$ cat config.mk
export PLATFORM = sky130hd
export DESIGN_NAME = bus_arbiter
export DESIGN_NICKNAME = d
export VERILOG_FILES = /design/src/rtl/bus_arbiter.sv
export SDC_FILE = /design/constraint.sdc
export NUM_CORES = 1
export LEC_CHECK = 0
export CELL_PAD_IN_SITES_DETAIL_PLACEMENT = 0
export CELL_PAD_IN_SITES_GLOBAL_PLACEMENT = 2
export CORE_UTILIZATION = 10
export DETAILED_ROUTE_END_ITERATION = 10
export PLACE_DENSITY = 0.95
export SLEW_MARGIN = 5
export SYNTH_ARGS = -nofsm -noshare
export SYNTH_HDL_FRONTEND = slang
export SYNTH_SLANG_ARGS = --single-unit
$ cat constraint.sdc
create_clock -name clk -period 1.9 [get_ports clk]
set_input_delay 0.38 -clock clk [delete_from_list [all_inputs] [get_ports clk]]
set_output_delay 0.38 -clock clk [all_outputs]
set_load 0.01 [all_outputs]
$ cat src/rtl/bus_arbiter.sv
// rtl/bus_arbiter.sv - two-master round-robin bus arbiter; optional transfer timeout via BUS_ARBITER_TIMEOUT_EN
module bus_arbiter #(
  parameter int TIMEOUT_CYCLES = 1024
) (
  input  logic        clk,
  input  logic        reset,
  input  logic        m0_read,
  input  logic        m0_write,
  input  logic [2:0]  m0_option,
  input  logic [31:0] m0_address,
  input  logic [31:0] m0_write_data,
  output logic [31:0] m0_read_data,
  output logic        m0_response,
  input  logic        m1_read,
  input  logic        m1_write,
  input  logic [2:0]  m1_option,
  input  logic [31:0] m1_address,
  input  logic [31:0] m1_write_data,
  output logic [31:0] m1_read_data,
  output logic        m1_response,
  output logic        s_read,
  output logic        s_write,
  output logic [2:0]  s_option,
  output logic [31:0] s_address,
  output logic [31:0] s_write_data,
  input  logic [31:0] s_read_data,
  input  logic        s_response,
  output logic [1:0]  grant,
  output logic        timeout_error
);

  // State encoding doubles as the one-hot grant vector.
  typedef enum logic [1:0] {
    IDLE   = 2'b00,
    GRANT0 = 2'b01,
    GRANT1 = 2'b10
  } state_t;

  state_t state_q, state_d;
  logic   last_q, last_d;  // 1: master 1 was served last, so master 0 wins a tie
  logic   req0, req1;
  logic   timeout_hit;

  assign req0  = m0_read | m0_write;
  assign req1  = m1_read | m1_write;
  assign grant = state_q;

`ifdef BUS_ARBITER_TIMEOUT_EN
  localparam int CW = $clog2(TIMEOUT_CYCLES + 1);

  logic [CW-1:0] tcount_q, tcount_d;
  logic          timeout_error_q, timeout_error_d;

  assign timeout_hit   = (state_q != IDLE) && (tcount_q == CW'(TIMEOUT_CYCLES));
  assign timeout_error = timeout_error_q | timeout_hit;

  // Count granted cycles that end without leaving the grant; sticky error flag.
  always_comb begin
    tcount_d        = '0;
    timeout_error_d = timeout_error_q | timeout_hit;
    if ((state_q != IDLE) && (state_d == state_q)) begin
      tcount_d = tcount_q + 1'b1;
    end
  end

  // Timeout counter and error flag registers.
  always_ff @(posedge clk or negedge reset) begin
    if (!reset) begin
      tcount_q        <= '0;
      timeout_error_q <= 1'b0;
    end else begin
      tcount_q        <= tcount_d;
      timeout_error_q <= timeout_error_d;
    end
  end
`else
  // The timeout limit is only consumed when the timeout feature is built in.
  logic unused_timeout_cfg;
  assign unused_timeout_cfg = (TIMEOUT_CYCLES > 0);
  assign timeout_hit        = 1'b0;
  assign timeout_error      = 1'b0;
`endif

  // Arbitration, completion and abort decisions.
  always_comb begin
    state_d = state_q;
    last_d  = last_q;
    case (state_q)
      IDLE: begin
        if (req0 && req1) begin
          state_d = last_q ? GRANT0 : GRANT1;
        end else if (req0) begin
          state_d = GRANT0;
        end else if (req1) begin
          state_d = GRANT1;
        end
      end
      GRANT0: begin
        if (timeout_hit || s_response) begin
          state_d = IDLE;
          last_d  = 1'b0;
        end else if (!req0) begin
          state_d = IDLE;
        end
      end
      GRANT1: begin
        if (timeout_hit || s_response) begin
          state_d = IDLE;
          last_d  = 1'b1;
        end else if (!req1) begin
          state_d = IDLE;
        end
      end
      default: state_d = IDLE;
    endcase
  end

  // State and last-served pointer registers.
  always_ff @(posedge clk or negedge reset) begin
    if (!reset) begin
      state_q <= IDLE;
      last_q  <= 1'b1;
    end else begin
      state_q <= state_d;
      last_q  <= last_d;
    end
  end

  // Combinational routing between the owning master and the slave side.
  always_comb begin
    s_read       = 1'b0;
    s_write      = 1'b0;
    s_option     = 3'd0;
    s_address    = 32'd0;
    s_write_data = 32'd0;
    m0_read_data = 32'd0;
    m0_response  = 1'b0;
    m1_read_data = 32'd0;
    m1_response  = 1'b0;
    case (state_q)
      GRANT0: begin
        s_read       = m0_read;
        s_write      = m0_write;
        s_option     = m0_option;
        s_address    = m0_address;
        s_write_data = m0_write_data;
        m0_read_data = s_read_data;
        m0_response  = s_response;
      end
      GRANT1: begin
        s_read       = m1_read;
        s_write      = m1_write;
        s_option     = m1_option;
        s_address    = m1_address;
        s_write_data = m1_write_data;
        m1_read_data = s_read_data;
        m1_response  = s_response;
      end
      default: ;
    endcase
    if (timeout_hit) begin
      s_read  = 1'b0;
      s_write = 1'b0;
      if (state_q == GRANT0) begin
        m0_response  = 1'b1;
        m0_read_data = 32'hDEADBEEF;
      end else begin
        m1_response  = 1'b1;
        m1_read_data = 32'hDEADBEEF;
      end
    end
  end

endmodule

== Word-level counts from Yosys, hierarchy flattened ==
Cells that the tools add are included.
Storage, ports and cells
  register bits after elaboration: 3
  logic and storage cells: 37
  output and inout bits: 138
  memories: 0
  latch bits: 0
  RAM bits: 0
  bits in read-only memories: 0
Operators by class
  multipliers: 0
  divide/modulo/power cells: 0
  reductions and logical operators: 5
  bitwise gates (word level): 2
  mux-type cells: 21
  shift-type cells: 0
  add/sub/neg operators: 0
  equal/unequal tests: 7
  $lt $le $gt $ge: 0
Operators with widths (count)
  32-bit case mux with 2 select lines: 2
  32-bit 2-to-1 mux: 2
  2-bit 2-to-1 mux: 8
  3-bit inequality test (second input constant): 2
  1-bit case mux with 2 select lines: 3
  2-bit case mux with 3 select lines: 1
  3-bit case mux with 2 select lines: 1
  3-bit AND reduction: 2
  1-bit 2-to-1 mux: 4
  2-bit inequality test (second input constant): 2
  4-bit inequality test (second input constant): 1
  2-bit by 1-bit == test with 1-bit output (second input constant): 1
  2-bit == test (second input constant): 1
  2-bit logical NOT: 1
  1-bit bitwise OR: 2
  2-bit nonzero test: 1
  1-bit logical AND: 1

== Logic depth before layout (Yosys ltp) ==
Gate-level depths: netlist (run 1).
  depth in word-level cells: 5
  gate-level depth with buffers: 6
  mapped depth without buffers: 5

== Least setup slack after synthesis (run 1) ==
Ideal clock, no wire load.
  path type: reg2out
  from: register state_q[0] (netlist: grant[0])
  to: output s_address[10]
  cell stages (with the launch flop): 6
  slack: 0.106 ns
  data arrival time: 1.414 ns
  buffers on the path: 2
  cells stage by stage: dfrtp_1 -> inv_1 -> ha_1 -> buf_2 -> clkbuf_1 -> nor2b_1
Between the ends
  cells in the longest elaborated chain, start to end: 2
RTL lines
  start, declared: line 39  | state_t state_q, state_d;
  start signal, assigned: line 124  | state_q <= state_d;
  2-bit == test or 2-bit by 1-bit == test with 1-bit output (tied branches): line 140  | case (state_q)
  32-bit case mux with 2 select lines (*): line 140
  end, declared: line 24  | output logic [31:0] s_address,
Mark *: on every way between the ends. The rest lies on a longest branch, timed or not.

== Worst setup path in the final report (run 1) ==
  from: register state_q[0] (netlist: grant[0])
  to: output s_address[4]
Same word-level chain as after synthesis.

==> results.cfg, run 1 <==
[run_status]
status = finished, violations left
violations = negative setup slack

[sta]
setup_violations = 89
finalHoldViolCount = 0
clock-skew-final_ns = 0.00119
report.final.slew_viol_count = 0
fin_crit_ns = 2.11
max_freq_ghz = 0.475
rsz0062_at_grt = yes
setup_slack_ns = -0.207
min_period_over_period = 1.11

[floorplanning]
pin_count = 311
initial_core_util = 0.103
row_count = 47
die-area_sq_mm = 0.0176
coreArea_sq_mm = 0.0166
fp.dieW_um = 133
die_h_um = 133

[grt]
grt.busiest_layer = met2
grtUsageTotal = 0.141
grt_pass1_wl_mm = 19.4
grt_use_met2 = 0.265
grt_use_met1 = 0.158
overflow = 0
antenna_found_initial = 0
grt_use_met3 = 0.0341
grt_pass1_vias = 3394
grt_max_degree = 45

[cts]
path_clk_slew_ns = 0.03
clkLatencyLatePin_ns = 0.22
clock_path_buffers = 2
cts_max_level = 1
cts_tree = yes
clock-sinks = 3
cts_buffers = 3
hold_buffers = 0
cts-root-buf = clkbuf_16

[place]
hpwl_mm = 9.52
dpl.cell_count = 777
routabilityCongestion = 0.814
portBuffers = 309

[route]
num_vias = 3333
drt_wl_total_mm = 14.6
first_iter_violations = 59
vias_per_cell = 4.02
post-route-drc-count = 0
wl_per_cell_um = 17.5
detail_route.first_pass.iterations = 4
antenna_left = 0

[synth]
ys_warn_count = 0
synthXorXnorAreaFrac = 0
yosys-mux-area-fraction = 0.0117
synth_top_area_frac = 0.304
synth_seq_area_share = 0.0448
synth_compound_area_frac = 0.322
synth.ff_latch_count = 3
synth_top_family_by_area = simple AND/OR/NAND/NOR gates
yosys.area.top_type = a22oi_1
yosys.area_share.adder = 0.0220
syn_area_per_cell_sq_um = 6.68
ys_types = 20
syn_area_sq_mm = 0.00170
synthSimpleGateAreaFrac = 0.512
netlist_instances = 255
synth_area_leaders = a22oi_1, nor2b_1, and2_1
synth_fp_nets = 431

[finish]
drive_gt1_frac = 0.462
stdcell_count = 830
multiInputGateArea_sq_mm = 0.00185
regArea_sq_um = 76.3
diodes = 0
nets = 787
fillers = 1721
post-route-util = 0.351
final_cell_mix = clkdlybuf4s50_1, buf_2, nor2b_1, a22oi_2, and2_1
final_common_cell = clkdlybuf4s50_1
area_growth_pct = 242

[power]
power_leakage_nw = 2.54
ir_drop_uv = 448
power.density_mw_per_mm2 = 1170

[setup_path]
arrival_ns = 1.73
cp_max_fo = 11
start_kind = flip-flop
crit_type = reg2out
worst_setup_path_end_kind = output pin
critPathRequiredTime_ns = 1.52

[flow_run]
cap_viol_max_count = 0

[min_path]
hold_class = in2async
==> report_power, final <==
group | total [mW] | internal (mW) | switching (mW)
combinational | 6.34 | 3.58 | 2.76
clock | 0.329 | 0.276 | 0.0525
sequential | 0.130 | 0.102 | 0.0279
total | 6.79 | 3.95 | 2.84
==> worst max-delay path, stage by stage (launching register included) <==
cell      delay (ns)
dfrtp_1         0.40
buf_6           0.14
ha_4            0.20
buf_4           0.15
buf_12          0.14
buf_4           0.14
a22oi_2         0.14
nor2b_1         0.07
clkbuf_2        0.12
==> synthesized netlist by cell type <==
cell type,count
and2_1,65
nor2_1,1
nor2b_1,69
clkbuf_1,16
dfstp_2,1
mux2i_1,2
a22oi_1,69
nor2_2,2
buf_2,13
o221ai_1,1
ha_1,3
nand2_1,1
conb_1,1
o21ai_0,1
buf_4,1
a311o_1,1
a21o_1,1
nor3b_1,2
dfrtp_1,2
inv_1,3
==> stage by stage <==
step	TNS, ns	hold slack [ns]	cell area, sq um	setup slack (ns)	power [mW]
final	-9.11	0.352	5820	-0.207	6.79
after CTS	-28.75	0.353	5450	-0.410	5.77
after global routing	-14.72	0.367	5820	-0.262	7.23
after global placement	-17.45	0.529	5200	-0.217	4.91
after detailed placement	-22.98	0.528	5200	-0.276	4.97
after floorplan	0	0.0844	1700	0.106	2.36
==> routing by layer <==
| layer | wire [um] | share of wire |
|---|---|---|
| met4 | 216 | 0.015 |
| met5 | 0 | 0 |
| met1 | 5790 | 0.40 |
| met2 | 7520 | 0.52 |
| met3 | 1040 | 0.071 |
==> flip-flops by register name, summed over array words and instances (netlist names) <==
register and flops:
grant 2, last_q 1
==> final timing paths <==
kind,start,to,slack (ns),cells after the start
worst max-delay path,grant[0],s_address[4],-0.21,8
worst min-delay path,reset,grant[1],0.35,1
min in group clk,last_q,last_q,0.53,1
max in group asynchronous,reset,last_q,1.32,1
worst min register to register,last_q,last_q,0.53,1
worst max register to register,grant[0],grant[0],-0.03,8
==> timing repair <==
action	CTS	global route
pin swaps	3	21
setup endpoints to repair	135	137
buffers inserted	5	29
gates resized for setup	267	270
gates cloned	6	12
==> logic make-up (layout without fill, tap and decap cells) <==
group,after synthesis,after routing
AO/OA/AOI/OAI,73,73
adder cells (fa/ha/maj),3,3
buffers and inverters,33,388
flip-flops,3,3
multiplexers,2,2
other,1,1
AND/OR/NAND/NOR,140,140
==> area by class of cell <==
| type | instances | share of cell area |
|---|---|---|
| clock buffer | 4 | 0.0135 |
| inverter | 3 | 0.00193 |
| multi-input combinational | 219 | 0.318 |
| sequential | 3 | 0.0131 |
| tap | 220 | 0.0473 |
| timing repair buffer | 381 | 0.606 |
Note: power is estimated with default switching activity, not from simulation.
==> inputs of run 2 (changes only) <==
Settings changed: CTS_CLUSTER_SIZE set to 24.
Clock period 1.9 ns to 2.1 ns, I/O delays scaled along.
==> results.cfg, run 2 (synthesis gave the netlist of run 1 again) <==
[route]
vias_per_cell = 4.01
num_vias = 3203
post-route-drc-count = 0
detail_route.first_pass.iterations = 4
first_iter_violations = 65
antenna_left = 0
wl_per_cell_um = 16.7
drt_wl_total_mm = 13.3

[sta]
finalHoldViolCount = 0
min_period_over_period = 1.00
setup_slack_ns = -0.00460
hold_slack_ns = 0.398
rsz0062_at_grt = yes
clock-skew-final_ns = 0.00219
fin_crit_ns = 2.10
report.final.slew_viol_count = 0
setup_violations = 2
max_freq_ghz = 0.475

[run_status]
status = finished, violations left
violations = negative setup slack

[cts]
hold_buffers = 0
path_clk_slew_ns = 0.03
cts_max_level = 1
cts-root-buf = clkbuf_16
cts_tree = yes
clock-sinks = 3
cts_buffers = 3
clock_path_buffers = 2
clkLatencyLatePin_ns = 0.22

[power]
power_leakage_nw = 2.29
power.density_mw_per_mm2 = 952
total_power_mw = 5.29
ir_drop_uv = 467

[grt]
grt_pass1_wl_mm = 19.3
grtUsageTotal = 0.141
overflow = 0
grt_max_degree = 45
antenna_found_initial = 0
grt_pass1_vias = 3467

[finish]
diodes = 0
regArea_sq_um = 76.3
multiInputGateArea_sq_mm = 0.00180
area_growth_pct = 226
final_common_cell = clkdlybuf4s50_1
stdcell_count = 799
fillers = 1754
post-route-util = 0.335
final_cell_mix = clkdlybuf4s50_1, nor2b_1, and2_1, buf_2, a22oi_2
largest_reg_flops = 2
nets = 756
drive_gt1_frac = 0.332

[place]
place_ws_ns = -0.144
hpwl_mm = 9.60
portBuffers = 309
routabilityCongestion = 0.804
dpl.cell_count = 777

[floorplanning]
die-area_sq_mm = 0.0176
fp.dieW_um = 133
coreArea_sq_mm = 0.0166
initial_core_util = 0.103
pin_count = 311
row_count = 47
die_h_um = 133

[setup_path]
arrival_ns = 1.68
critPathRequiredTime_ns = 1.68
crit_type = reg2out
cp_max_fo = 5
worst_setup_path_end_kind = output pin
start_kind = flip-flop
reg2reg_depth = 7

[flow_run]
cap_viol_max_count = 0

[min_path]
hold_class = in2async
[run 2: layer usage]
layer	share of wire	GRT usage	wire (um)	vias to the layer above
met4	0.013	0.0364	179	0
met2	0.52	0.266	7000	185
li1	-	-	-	1543
met5	0	0	0	-
met3	0.082	0.0333	1100	12
met1	0.38	0.156	5080	1463
[run 2: critical path, cell delays in order, from the launching register on]
cell and delay (ns):
dfrtp_1 0.39, buf_6 0.13, ha_4 0.18, buf_12 0.14, buf_6 0.11, buf_6 0.11
a22oi_2 0.19, nor2b_1 0.07, buf_2 0.14
[run 2: worst paths after layout]
kind                           from         endpoint  slack (ns)
max reg2reg                grant[1]         grant[1]        0.38
max                        grant[1]  s_write_data[7]      -0.005
min reg2reg                  last_q           last_q        0.53
min                           reset         grant[0]        0.40
min in group clk             last_q           last_q        0.53
max in group asynchronous     reset           last_q        1.48
[run 2: area by class of cell]
| class | count | area share |
|---|---|---|
| multi-input combinational | 219 | 0.323 |
| inverter | 3 | 0.00202 |
| sequential | 3 | 0.0137 |
| timing repair buffer | 350 | 0.597 |
| clock buffer | 4 | 0.0142 |
| tap | 220 | 0.0495 |
[run 2: timing repair]
item / CTS / global route
pin swaps: 8 / 5
buffers inserted: 9 / 3
resized for setup: 436 / 35
endpoints found under the setup margin: 134 / 64
gates cloned: 5 / 2
[run 2: power by group]
| group | internal (mW) | total, mW | switching, mW |
|---|---|---|---|
| logic | 2.65 | 4.88 | 2.23 |
| clock network | 0.250 | 0.299 | 0.0489 |
| registers | 0.0922 | 0.113 | 0.0213 |
| total | 2.99 | 5.29 | 2.30 |
[run 2: per-stage QoR]
| stage | area [sq um] | setup TNS (ns) |
|---|---|---|
| after floorplan | 1700 | 0 |
| after global placement | 5180 | -5.18 |
| after detailed placement | 5180 | -7.33 |
| after CTS | 5490 | -0.148 |
| after global routing | 5560 | -0.947 |
| final | 5560 | -0.00481 |
==> inputs of run 3 (changes only) <==
Settings changed: CELL_PAD_IN_SITES_DETAIL_PLACEMENT 0 to not set, CELL_PAD_IN_SITES_GLOBAL_PLACEMENT 2 to not set, CORE_AREA set to 2 2 121 123, CORE_UTILIZATION 10 to not set, DIE_AREA set to 0 0 123 125, PLACE_DENSITY 0.95 to 0.6, RECOVER_POWER set to 25.
==> results.cfg, run 3 (synthesis gave the netlist of run 1 again) <==
[min_path]
hold_class = in2async

[floorplanning]
die_h_um = 125
fp.dieW_um = 123
coreArea_sq_mm = 0.0142
die-area_sq_mm = 0.0154
initial_core_util = 0.120
pin_count = 311
row_count = 44

[finish]
final_common_cell = clkdlybuf4s50_1
area_growth_pct = 221
largest_reg_flops = 2
drive_gt1_frac = 0.319
final_cell_mix = clkdlybuf4s50_1, and2_1, nor2b_1, buf_2, a22oi_2
diodes = 0
nets = 757
stdcell_count = 764
fin_area_sq_mm = 0.00547
fillers = 1454
multiInputGateArea_sq_mm = 0.00180
regArea_sq_um = 76.3

[cts]
cts_buffers = 3
cts_max_level = 1
clock-sinks = 3
cts_tree = yes
cts-root-buf = clkbuf_16
clock_path_buffers = 2
hold_buffers = 0
path_clk_slew_ns = 0.03
clkLatencyLatePin_ns = 0.22

[power]
total_power_mw = 5.38
ir_drop_uv = 423
power_leakage_nw = 2.27
power.density_mw_per_mm2 = 983

[route]
first_iter_violations = 55
detail_route.first_pass.iterations = 4
num_vias = 3199
vias_per_cell = 4.19
wl_per_cell_um = 16.3
antenna_left = 0
post-route-drc-count = 0
drt_wl_total_mm = 12.5

[setup_path]
reg2reg_depth = 6
worst_setup_path_end_kind = output pin
start_kind = flip-flop
path_buf_inv = 4
arrival_ns = 1.67
r2r_end = grant[0]
critPathRequiredTime_ns = 1.68
crit_family = buffers and inverters
cpPeakStageDelay_ns = 0.36
cp_max_fo = 16
crit_type = reg2out
path_cells = inv_2 > buf_4 > ha_4 > buf_12 > nor2b_1 > clkdlybuf4s15_2
reg2reg_from = grant[0]
r2r_setup_slack_ns = 0.34
crit_slowest_cell = dfrtp_1

[grt]
grtUsageTotal = 0.144
grt_pass1_vias = 3342
overflow = 0
antenna_found_initial = 0
grt_pass1_wl_mm = 17.5
grt_max_degree = 33

[place]
hpwl_mm = 9.32
placed_area_sq_mm = 0.00521
routabilityCongestion = 0.830
portBuffers = 309
dpl.cell_count = 743

[flow_run]
cap_viol_max_count = 0

[sta]
finalHoldViolCount = 0
max_freq_ghz = 0.478
clock-skew-final_ns = 0.000196
fin_crit_ns = 2.09
min_period_over_period = 0.996
setup_violations = 0
rsz0062_at_grt = yes
hold_slack_ns = 0.450
report.final.slew_viol_count = 0

[run_status]
status = complete, no violations
[run 3: metrics by stage]
step	utilization	setup TNS, ns	setup WS (ns)
after floorplan	-	0	0.266
after global placement	0.367	-2.30	-0.158
after detailed placement	0.367	-4.44	-0.150
after CTS	0.377	-0.975	-0.125
after global routing	0.385	-0.147	-0.0578
final	0.385	0	0.00840
[run 3: worst register-to-register path: stages (launching register included)]
cell and delay, ns:
dfrtp_1 0.38, buf_4 0.16, ha_4 0.18, bufbuf_16 0.28
nor3b_1 0.13, a311o_1 0.36, mux2i_1 0.14
[run 3: how the worst max path moves through the flow]
stage,start,to,slack [ns],cells after the start
global placement,grant[1],s_write_data[24],-0.16,7
detailed placement,grant[1],s_write_data[24],-0.15,7
CTS,grant[0],s_write_data[24],-0.12,7
floorplan,grant[0],s_address[10],0.27,5
global route,grant[1],s_address[11],-0.06,6
finish,grant[1],s_address[11],0.008,6
[run 3: cell type report]
cell class	count	area share
multi-input cells	219	0.328
well taps	184	0.0421
flip-flops and latches	3	0.0139
clock buffers	4	0.0144
inverters	3	0.00206
repair buffers	351	0.599
[run 3: power breakdown]
group / internal, mW / total, mW / leakage, nW / switching [mW]
sequential: 0.0923 / 0.114 / 0.0361 / 0.0217
clock: 0.250 / 0.298 / 0.0382 / 0.0481
combinational: 2.73 / 4.97 / 2.19 / 2.24
[run 3: timing repair]
| action | 4_1_cts | 5_1_grt |
|---|---|---|
| buffers inserted | 7 | 4 |
| gates resized for setup | 352 | 112 |
| pin swaps | 4 | 7 |
| endpoints found under the setup margin | 135 | 103 |
| gates cloned | 3 | 4 |
[run 3: per-layer routing]
layer / GRT usage / part of all wire / vias up
met5: 0 / 0 / -
met4: 0.0207 / 0.011 / 0
met3: 0.0379 / 0.083 / 10
met2: 0.288 / 0.54 / 174
met1: 0.150 / 0.37 / 1476
li1: - / - / 1539
